**config.mk**
```make
export PLATFORM = sky130hd
export DESIGN_NAME = carfield_eoc_monitor
export DESIGN_NICKNAME = d
export VERILOG_FILES = /design/src/rtl/carfield_eoc_monitor.sv
export SDC_FILE = /design/constraint.sdc
export NUM_CORES = 1
export LEC_CHECK = 0
export BUFFER_PORTS_ARGS = -buffer_cell sky130_fd_sc_hd__buf_4
export CORE_ASPECT_RATIO = 0.5
export CORE_MARGIN = 4
export CORE_UTILIZATION = 35
export DETAILED_ROUTE_END_ITERATION = 16
export PLACE_DENSITY = 0.64
export SLEW_MARGIN = 40
export SYNTH_ARGS = -nofsm -noshare
export SYNTH_HDL_FRONTEND = slang
export SYNTH_SLANG_ARGS = --single-unit
export TNS_END_PERCENT = 50
```
**constraint.sdc**
```tcl
create_clock -name clk_i -period 2.7 [get_ports clk_i]
set_clock_uncertainty 0.2 [all_clocks]
set_input_delay 0.54 -clock clk_i [delete_from_list [all_inputs] [get_ports clk_i]]
set_output_delay 0.54 -clock clk_i [all_outputs]
set_load 0.005 [all_outputs]
```
**src/rtl/carfield_eoc_monitor.sv**
```systemverilog
// End-of-computation monitor: snoops the EOC scratch register write,
// latches the exit code and enforces an optional run-time watchdog.
module carfield_eoc_monitor #(
  parameter int unsigned          AddrWidth     = 48,
  parameter logic [AddrWidth-1:0] EocAddr       = 48'h0300_0008,
  parameter logic [31:0]          TimeoutCycles = 32'd0,
  parameter int unsigned          CntWidth      = 32
) (
  input  logic                 clk_i,
  input  logic                 rst_i,
  input  logic                 start_i,
  input  logic                 clear_i,
  input  logic                 bus_req_i,
  input  logic                 bus_we_i,
  input  logic [AddrWidth-1:0] bus_addr_i,
  input  logic [31:0]          bus_wdata_i,
  input  logic                 bus_gnt_i,
  output logic                 busy_o,
  output logic                 eoc_o,
  output logic                 timeout_o,
  output logic [31:0]          exit_code_o,
  output logic [CntWidth-1:0]  cycles_o
);

  localparam logic [1:0] IDLE    = 2'd0;
  localparam logic [1:0] RUNNING = 2'd1;
  localparam logic [1:0] DONE    = 2'd2;
  localparam logic [1:0] TIMEOUT = 2'd3;

  localparam logic TimerEn = (TimeoutCycles != 32'd0);
  localparam logic [CntWidth-1:0] Limit =
    CntWidth'(TimeoutCycles - 32'd1);

  logic [1:0]          state_q;
  logic [31:0]         exit_q;
  logic [CntWidth-1:0] cycles_q;
  logic                addr_hit;
  logic                hit;
  logic                expire;

  assign addr_hit = bus_addr_i[AddrWidth-1:2] == EocAddr[AddrWidth-1:2];
  assign hit = bus_req_i & bus_gnt_i & bus_we_i
             & addr_hit & bus_wdata_i[0];
  assign expire = TimerEn && (cycles_q == Limit);

  always_ff @(posedge clk_i) begin
    if (rst_i || clear_i) begin
      state_q  <= IDLE;
      exit_q   <= '0;
      cycles_q <= '0;
    end else begin
      unique case (1'b1)
        state_q == IDLE: begin
          if (start_i) begin
            state_q  <= RUNNING;
            cycles_q <= '0;
          end
        end
        state_q == RUNNING: begin
          if (cycles_q != '1) cycles_q <= cycles_q + 1'b1;
          // A hit on the expiry cycle still counts as a clean finish.
          if (hit) begin
            state_q <= DONE;
            exit_q  <= {1'b0, bus_wdata_i[31:1]};
          end else if (expire) begin
            state_q <= TIMEOUT;
          end
        end
        default: begin
        end
      endcase
    end
  end

  assign busy_o      = state_q == RUNNING;
  assign eoc_o       = state_q == DONE;
  assign timeout_o   = state_q == TIMEOUT;
  assign exit_code_o = exit_q;
  assign cycles_o    = cycles_q;

endmodule

```
==> results of run 1 <==
## how the worst max path moves through the flow
| stage | startpoint | cells after the start | end |
|---|---|---|---|
| finish | cycles_o[13] | 5 | cycles_o[31] |
| global route | cycles_o[13] | 5 | cycles_o[19] |
| CTS | cycles_o[13] | 5 | cycles_o[31] |
| detailed placement | start_i | 6 | cycles_o[31] |
| global placement | bus_addr_i[39] | 7 | exit_code_o[20] |
| floorplan | bus_addr_i[44] | 6 | exit_code_o[22] |
## final cells by class
class,instances,area [um^2]
clock buffers,10,229.0
clock inverters,4,22.52
fillers,766,3611
inverters,5,18.77
multi-input cells,236,1535
flip-flops and latches,65,1301
well taps,112,140.1
repair buffers,162,1229
## cells in the mapped netlist (3+ instances only)
master,count,area share [%]
nor4b_1,4,1.2
nand3_1,11,1.9
o21ai_0,11,1.9
nand4_1,11,2.3
o311ai_0,3,0.90
o31ai_1,13,3.3
nand2_1,11,1.4
or4_1,11,2.8
dfxtp_1,65,44
mux2i_1,31,11
inv_1,5,0.64
buf_4,3,0.77
clkbuf_1,10,1.3
and2_1,4,0.85
nor2_1,49,6.3
and4_1,3,0.90
a21oi_1,20,3.4
nor4_1,8,1.7
xor2_1,5,1.5
or3_1,10,2.1
## layer usage
| metal | up-vias | routed length [um] | part of all wire, % | global-route usage, % |
|---|---|---|---|---|
| li1 | 1512 | - | - | - |
| met1 | 1316 | 3846 | 45 | 22.14 |
| met2 | 83 | 4103 | 48 | 27.81 |
| met3 | 10 | 575 | 6.7 | 6.612 |
| met4 | 0 | 84 | 0.98 | 5.199 |
| met5 | - | 0 | 0 | 0 |
## flip-flops by register name, summed over array words and instances, names as in the netlist
name and cells:
exit_code_o 31, state_q 2, cycles_o 32
## power groups by stage
stage | combinational, mW | clock (mW) | sequential, mW
global route | 0.146 | 1.06 | 0.961
detailed placement | 0.135 | 0 | 0.982
finish | 0.135 | 1.00 | 0.962
floorplan | 0.0277 | 0 | 0.983
global placement | 0.133 | 0 | 0.982
CTS | 0.136 | 1.03 | 0.962
## per-stage QoR
stage	cells	worst slack, ps	utilization (%)	total power [mW]
detailed placement	580	177.0	52.24	1.118
global route	594	164.2	55.35	2.171
CTS	594	297.1	55.35	2.126
finish	594	281.6	55.35	2.101
global placement	580	209.2	52.24	1.115
floorplan	323	284.6	-	1.010
## worst register-to-register path: cells and delay by family, from the launching register on
kind / cells / cell delay [ps]
simple gates: 4 / 1550
flops: 1 / 450
compound gates: 1 / 150
## logic make-up after synthesis
group	synth area share, %
AND/OR/NAND/NOR	27.02
flip-flops	44.33
AO/OA/AOI/OAI	11.64
multiplexers	10.57
buffers and inverters	3.794
XOR/XNOR	2.089
adder cells (fa/ha/maj)	0.4262
other	0.1278
==> impl_metrics.yaml, run 1 <==
timing:
  clock.fmax_ghz: 0.4135
  finalCriticalPeriod_ps: 2418
  final.setup.tns_ps: 0
  fin_crit_sh_pct: 89.57
  grt_setup_unrepaired: "no"
  hold_violations: 0
  slew_headroom_pct: 52.11
  finalSetupViolations: 0
  hold_ws_ps: 250.3
  worst-slew-pin-transition_ps: 712.2
  timing_max_transition_violations_final: 0
power:
  clock_power_share_pct: 47.8
  power.net_switching_mw: 0.4457
  cellLeakagePower_nw: 1.757
  sequentialPowerShare_pct: 45.8
  power_density_nw_per_um2: 469.5
  netSwitchingFraction_pct: 21.21
  internal-power_mw: 1.655
  ir_drop_uv: 344.1
  p_comb_share_pct: 6.4
global_routing:
  grt_antenna_before_repair: 0
  track_usage_pct: 17.45
  first_global_vias: 2788
  grt_pass1_wl_um: 13840
  maximum_number_of_pins_on_one_net_before_global_route_repair: 34
  overflow: 0
logic_synthesis:
  async_flop_share_pct: 0
  postSynthAreaPerCell_um2: 9.088
  synth_enable_flop_cells: 0
  synth_nets: 411
  yosysSeqAreaShare_pct: 44.33
  synth_seq_cells: 65
  syn-cell-area_um2: 2935
  synthesis.yosys.warnings: 0
  netlist_instances: 323
  synthFlopType: "dfxtp_1"
  synth_cell_types: 45
layout:
  syn_to_final_growth_pct: 52.47
  antenna_cells_inserted: 0
  final_layout_size_suffix_gt1_share_pct: 37.76
  final_cell_mix: "buf_4, dfxtp_1, nor2_1"
  fin_area_um2: 4476
  final_nets: 567
  layout.cells.most_common: "buf_4"
run:
  drv.max_cap_violation_count: 0
worst_setup_path:
  critPathKind: "reg -> reg"
  worstSetupEndpointType: "register"
  timing.critical_path.fanout_max: 11
  critical_path_required_ps: 2760
  cpMaxStageDelayCell: "or3_4"
  reg2reg_from: "cycles_o[13]"
  reg2reg_depth: 5
  worstPathBufferInverterCount: 0
  cell_by_cell_listing_of_the_critical_path: "nand4_2 > or2_1 > or3_4 > or4_1 > a21oi_1"
  reg2reg_slack_ps: 280
  timing.rr.end: "cycles_o[31]"
  critical-path-max-stage-delay_ps: 480
  worstSetupStartpointType: "register"
  data_arrival_time_at_the_worst_slack_endpoint_ps: 2470
  timing.critical_path.max_delay_family: "simple AND/OR/NAND/NOR gates"
routing:
  postRouteAntennaNets: 0
  dr_total_vias: 2921
  first_drt_iteration_drcs: 136
  detail_route.vias_per_cell: 4.918
  detail_route.wl_per_cell_um: 14.49
  route.detailed.drc: 0
  drtPass1Iterations: 4
  drt_wl_total_um: 8610
clock_tree:
  clock_insertion_delay_worst_skew_ps: 320
  h-tree-depth: 3
  cts_root_buffer: "clkbuf_16"
  cts_post_setup_buffers_inserted: 0
  cts_max_path_buffers: 2
  cts_inserted_buffers: 9
  cts_tree: "built"
  clock_pin_slew_of_the_registers_on_the_worst_case_setup_and_hold_paths_ps: 50
  clock_sinks: 65
  cts_hold_buf: 0
  cts-resized-gates: 0
hold_path:
  hold_class: "in -> reg"
  hold-path-endpoint: "exit_code_o[5]"
  hold_path.startpoint: "bus_wdata_i[6]"
  min_path_cells: 3
floorplanning:
  design.portCount: 154
  fp.dieArea_um2: 10000
  num_rows: 23
  placeableCoreArea_um2: 8087
  chipHeight_um: 72.76
  floorplan.die.width_um: 137.5
  start_util_pct: 36.30
placed_design:
  gp_routability_congestion: 0.8073
  placement.cell_area_um2: 4224
  buffer_ports.inserted: 150
  dp_hpwl_um: 6447
status:
  run_status: "finished clean"
Power figures use the tool's default switching activity.
==> inputs of run 2 (changes only) <==
--- a/config.mk
+++ b/config.mk
@@ -5,12 +5,13 @@
 export SDC_FILE = /design/constraint.sdc
 export NUM_CORES = 1
 export LEC_CHECK = 0
+export ABC_AREA = 1
 export BUFFER_PORTS_ARGS = -buffer_cell sky130_fd_sc_hd__buf_4
 export CORE_ASPECT_RATIO = 0.5
 export CORE_MARGIN = 4
 export CORE_UTILIZATION = 35
 export DETAILED_ROUTE_END_ITERATION = 16
-export PLACE_DENSITY = 0.64
+export PLACE_DENSITY = 0.6
 export SLEW_MARGIN = 40
 export SYNTH_ARGS = -nofsm -noshare
 export SYNTH_HDL_FRONTEND = slang
==> impl_metrics.yaml, run 2 <==
placed_design:
  placement.setup.worst_slack_ps: 435.0
  dp_hpwl_um: 8276
  placed_cells_incl_taps: 883
  placement.cell_area_um2: 4986
  buffer_ports.inserted: 150
  gp_routability_congestion: 0.8845
logic_synthesis:
  synth_top_family_by_area: "simple AND/OR/NAND/NOR gates"
  postSynthAreaPerCell_um2: 6.125
  synth_top_cells_by_area: "dfxtp_1, nand2_1, nor2_1"
  syn-cell-area_um2: 3736
  synth-simple-area-share_pct: 44.21
  synthDominantAreaCellType: "dfxtp_1"
  netlist_instances: 610
  synth_seq_cells: 65
  yosys.cell_count.top_type: "nand2_1"
  synthFlopType: "dfxtp_1"
  synth_enable_flop_cells: 0
  synthMuxAreaShare_pct: 0
  yosysSeqAreaShare_pct: 34.83
  synth_fa_ha_area_share_pct: 0.3349
  synth_area_in_compound_gates_pct: 8.071
  synthesis.yosys.warnings: 0
  synth_nets: 698
  ys_top_cells_by_count: "nand2_1, nor2_1, inv_1"
  synth_xor_xnor_area_share_pct: 1.407
  async_flop_share_pct: 0
  netlist.area_leader.share_pct: 34.83
  synth_cell_types: 36
timing:
  worst-slew-pin-transition_ps: 571.0
  fin_crit_sh_pct: 84.16
  hold_violations: 0
  final.setup.tns_ps: 0
  timing_max_transition_violations_final: 0
  finalSetupViolations: 0
  finalCriticalPeriod_ps: 2272
  clock.fmax_ghz: 0.4401
  finalWorstSetupSlack_ps: 427.8
  slew_headroom_pct: 61.70
  grt_setup_unrepaired: "no"
  hold_ws_ps: 282.4
worst_setup_path:
  critPathKind: "reg -> reg"
  timing.critical_path.fanout_max: 28
  cp_common_cell: "nand2_1"
  worstSetupStartpointType: "register"
  cpMaxStageDelayCell: "dfxtp_1"
  data_arrival_time_at_the_worst_slack_endpoint_ps: 2300
  worstSetupEndpointType: "register"
  worstPathBufferInverterCount: 1
  cell_by_cell_listing_of_the_critical_path: "ha_1 > nand2_2 > nor2_8 > nand3_4 > nor2_4 > nand2_4 > nand2_8 > inv_2 > nand2_1 > nand2_1 > nand2_1 > nor2_1"
  timing.critical_path.max_delay_family: "simple AND/OR/NAND/NOR gates"
  critical-path-max-stage-delay_ps: 410
  critical_path_required_ps: 2730
clock_tree:
  h-tree-depth: 3
  cts-resized-gates: 0
  cts_post_setup_buffers_inserted: 0
  cts_inserted_buffers: 9
  clock_pin_slew_of_the_registers_on_the_worst_case_setup_and_hold_paths_ps: 60
  cts_tree: "built"
  clock_insertion_delay_worst_skew_ps: 330
  cts_root_buffer: "clkbuf_16"
  clock_sinks: 65
  cts_max_path_buffers: 2
  cts_hold_buf: 0
floorplanning:
  placeableCoreArea_um2: 10310
  design.portCount: 154
  num_rows: 26
  fp.dieArea_um2: 12490
  chipHeight_um: 81.06
  start_util_pct: 36.23
  floorplan.die.width_um: 154.1
layout:
  final_core_util_pct: 51.08
  multi_input_area_um2: 2032
  seq_area_um2: 1301
  final_nets: 842
  final_layout_size_suffix_gt1_share_pct: 25.03
  syn_to_final_growth_pct: 40.99
  layout.cells.most_common: "nand2_1"
  nFillCells: 1103
  antenna_cells_inserted: 0
  fin_cells: 899
  fin_area_um2: 5268
  final_cell_mix: "nand2_1, buf_4, nor2_1"
  largest_register_ffs: 32
routing:
  dr_total_vias: 4177
  drt_wl_total_um: 11360
  detail_route.wl_per_cell_um: 12.64
  first_drt_iteration_drcs: 172
  postRouteAntennaNets: 0
  drtPass1Iterations: 4
  detail_route.vias_per_cell: 4.646
  route.detailed.drc: 0
hold_path:
  hold_class: "reg -> reg"
global_routing:
  grt_antenna_before_repair: 0
  track_usage_pct: 18.26
  grt_pass1_wl_um: 18640
  first_global_vias: 3841
  overflow: 0
  maximum_number_of_pins_on_one_net_before_global_route_repair: 65
power:
  power_density_nw_per_um2: 426.1
  cellLeakagePower_nw: 2.267
  ir_drop_uv: 268.2
  power_mw: 2.245
status:
  run_status: "finished clean"
run:
  drv.max_cap_violation_count: 0
## run 2: path summary, 6_finish.rpt
path                    from         endpoint  slack, ps  depth (start not counted)
min          exit_code_o[28]  exit_code_o[28]        280                          2
min reg2reg  exit_code_o[28]  exit_code_o[28]        280                          2
max reg2reg      cycles_o[0]      cycles_o[5]        430                         12
max              cycles_o[0]      cycles_o[5]        430                         12
## run 2: power breakdown
part           total (mW)  switching (mW)  internal [mW]
clock network        1.11           0.479          0.627
registers           0.962         0.00155          0.960
logic               0.177          0.0771          0.100
## run 2: logic make-up (layout without fill, tap and decap cells)
group	count (synthesis)	count (layout)
fa+ha+maj	1	1
simple gates	379	379
buf+inv	99	248
xor+xnor	6	6
flops	65	65
compound gates	59	59
other cells	1	1
## run 2: final cells by class
| cell class | count | area share, % |
|---|---|---|
| Clock buffer | 9 | 4.276 |
| Clock inverter | 7 | 1.069 |
| Inverter | 77 | 5.487 |
| Multi-Input combinational cell | 446 | 38.57 |
| Sequential cell | 65 | 24.70 |
| Tap cell | 140 | 3.325 |
| Timing Repair Buffer | 155 | 22.57 |
## run 2: tightest hold or removal path, cell delays in order (launching register included)
cell and delay [ps]:
dfxtp_1 330, a21oi_1 40, nor2_1 80
## run 2: metal layers
| metal | GRT usage, % | vias to the layer above | part of all wire, % | routed length, um |
|---|---|---|---|---|
| li1 | - | 2201 | - | - |
| met1 | 22.91 | 1868 | 45 | 5144 |
| met2 | 30.48 | 94 | 47 | 5289 |
| met3 | 5.961 | 14 | 6.9 | 785 |
| met4 | 5.110 | 0 | 1.2 | 142 |
| met5 | 0 | - | 0 | 0 |
==> inputs of run 3 (changes only) <==
==> constraint.sdc (replaced) <==
create_clock -name clk_i -period 2.12 [get_ports clk_i]
set_clock_uncertainty 0.2 [all_clocks]
set_input_delay 0.424 -clock clk_i [delete_from_list [all_inputs] [get_ports clk_i]]
set_output_delay 0.424 -clock clk_i [all_outputs]
set_load 0.005 [all_outputs]
==> impl_metrics.yaml, run 3 (synthesis gave the netlist of run 2 again) <==
status:
  run_status: "finished clean"
placed_design:
  placed_cells_incl_taps: 902
  placement.setup.worst_slack_ps: 158.5
  buffer_ports.inserted: 150
  dp_hpwl_um: 8722
  placement.cell_area_um2: 5154
  gp_routability_congestion: 0.9207
global_routing:
  overflow: 0
  track_usage_pct: 18.48
  grt_pass1_wl_um: 18730
  first_global_vias: 3961
  maximum_number_of_pins_on_one_net_before_global_route_repair: 65
  grt_antenna_before_repair: 0
worst_setup_path:
  data_arrival_time_at_the_worst_slack_endpoint_ps: 1330
  worstPathBufferInverterCount: 4
  critPathKind: "reg -> out"
  cell_by_cell_listing_of_the_critical_path: "inv_2 > nand2_4 > inv_2 > buf_4 > buf_4"
  critical_path_required_ps: 1500
  critical-path-max-stage-delay_ps: 400
  timing.critical_path.max_delay_family: "buffers and inverters"
  worstSetupStartpointType: "register"
  cpMaxStageDelayCell: "dfxtp_1"
  timing.critical_path.fanout_max: 15
  worstSetupEndpointType: "output pin"
clock_tree:
  cts_max_path_buffers: 2
  cts_root_buffer: "clkbuf_16"
  cts_post_setup_buffers_inserted: 0
  h-tree-depth: 3
  clock_pin_slew_of_the_registers_on_the_worst_case_setup_and_hold_paths_ps: 60
  cts_tree: "built"
  clock_sinks: 65
  clock_insertion_delay_worst_skew_ps: 330
  cts_inserted_buffers: 9
power:
  power_density_nw_per_um2: 562.7
  ir_drop_uv: 384.6
  cellLeakagePower_nw: 2.411
timing:
  timing_max_transition_violations_final: 0
  finalWorstSetupSlack_ps: 162.8
  clock.fmax_ghz: 0.5109
  fin_crit_sh_pct: 92.32
  finalCriticalPeriod_ps: 1957
  grt_setup_unrepaired: "no"
  hold_violations: 0
  finalSetupViolations: 0
  final.setup.tns_ps: 0
routing:
  detail_route.wl_per_cell_um: 12.60
  dr_total_vias: 4216
  postRouteAntennaNets: 0
  detail_route.vias_per_cell: 4.593
  first_drt_iteration_drcs: 233
  route.detailed.drc: 0
  drtPass1Iterations: 6
  drt_wl_total_um: 11570
floorplanning:
  fp.dieArea_um2: 12490
  num_rows: 26
  chipHeight_um: 81.06
  start_util_pct: 36.23
  placeableCoreArea_um2: 10310
  floorplan.die.width_um: 154.1
  design.portCount: 154
hold_path:
  hold_class: "in -> reg"
layout:
  fin_cells: 918
  nFillCells: 1079
  final_nets: 861
  layout.cells.most_common: "buf_4"
  final_core_util_pct: 53.17
  largest_register_ffs: 32
  syn_to_final_growth_pct: 46.75
  antenna_cells_inserted: 0
  final_layout_size_suffix_gt1_share_pct: 26.99
  final_cell_mix: "buf_4, nand2_1, nor2_1"
  fin_area_um2: 5483
run:
  drv.max_cap_violation_count: 0
-- run 3: repair_timing --
item | 4_1_cts | 5_1_grt
gates resized for setup | 0 | 2
setup endpoints to repair | 0 | 6
hold buffers | 0 | 0
-- run 3: power breakdown --
group	total, mW	internal (mW)	leakage [nW]	switching, mW
logic	0.234	0.134	1.73	0.101
registers	1.22	1.22	0.523	0.00189
clock network	1.63	1.04	0.161	0.585
-- run 3: area by class of cell --
| type | instances | area (um^2) | area share (%) |
|---|---|---|---|
| Multi-Input combinational cell | 446 | 2034 | 37.11 |
| Timing Repair Buffer | 174 | 1356 | 24.74 |
| Sequential cell | 65 | 1301 | 23.73 |
| Inverter | 77 | 290.3 | 5.294 |
| Clock buffer | 9 | 225.2 | 4.108 |
| Tap cell | 140 | 175.2 | 3.195 |
| Clock inverter | 7 | 100.1 | 1.826 |
-- run 3: stage by stage --
step | power [mW] | hold slack (ps)
after floorplan | 1.341 | 275.5
after global placement | 1.486 | 261.0
after detailed placement | 1.488 | 268.9
after CTS | 3.140 | 184.0
after global routing | 3.209 | 207.3
final | 3.085 | 191.0
-- run 3: path summary, 6_finish.rpt --
kind,startpoint,slack [ps],endpoint,cells past startpoint
max,state_q[1],160,busy_o,5
max reg2reg,cycles_o[0],170,cycles_o[16],12
min,rst_i,190,cycles_o[0],4
min reg2reg,exit_code_o[30],280,exit_code_o[30],2
-- run 3: metal layers --
metal / wire length [um] / GRT usage (%)
met3: 826 / 5.641
met5: 0 / 0
met4: 68 / 3.700
met2: 5553 / 33.48
met1: 5118 / 22.02
-- run 3: worst reg2reg max path, stage by stage (launching register included) --
cell and delay (ps):
dfxtp_1 400, ha_1 200, nand2_2 100, nor2_8 130, nand3_4 110, nor2_4 120
nand2_4 90, nand2_8 110, inv_2 130, nand2_1 120, nand2_1 50, nand2_1 50
nor2_1 40
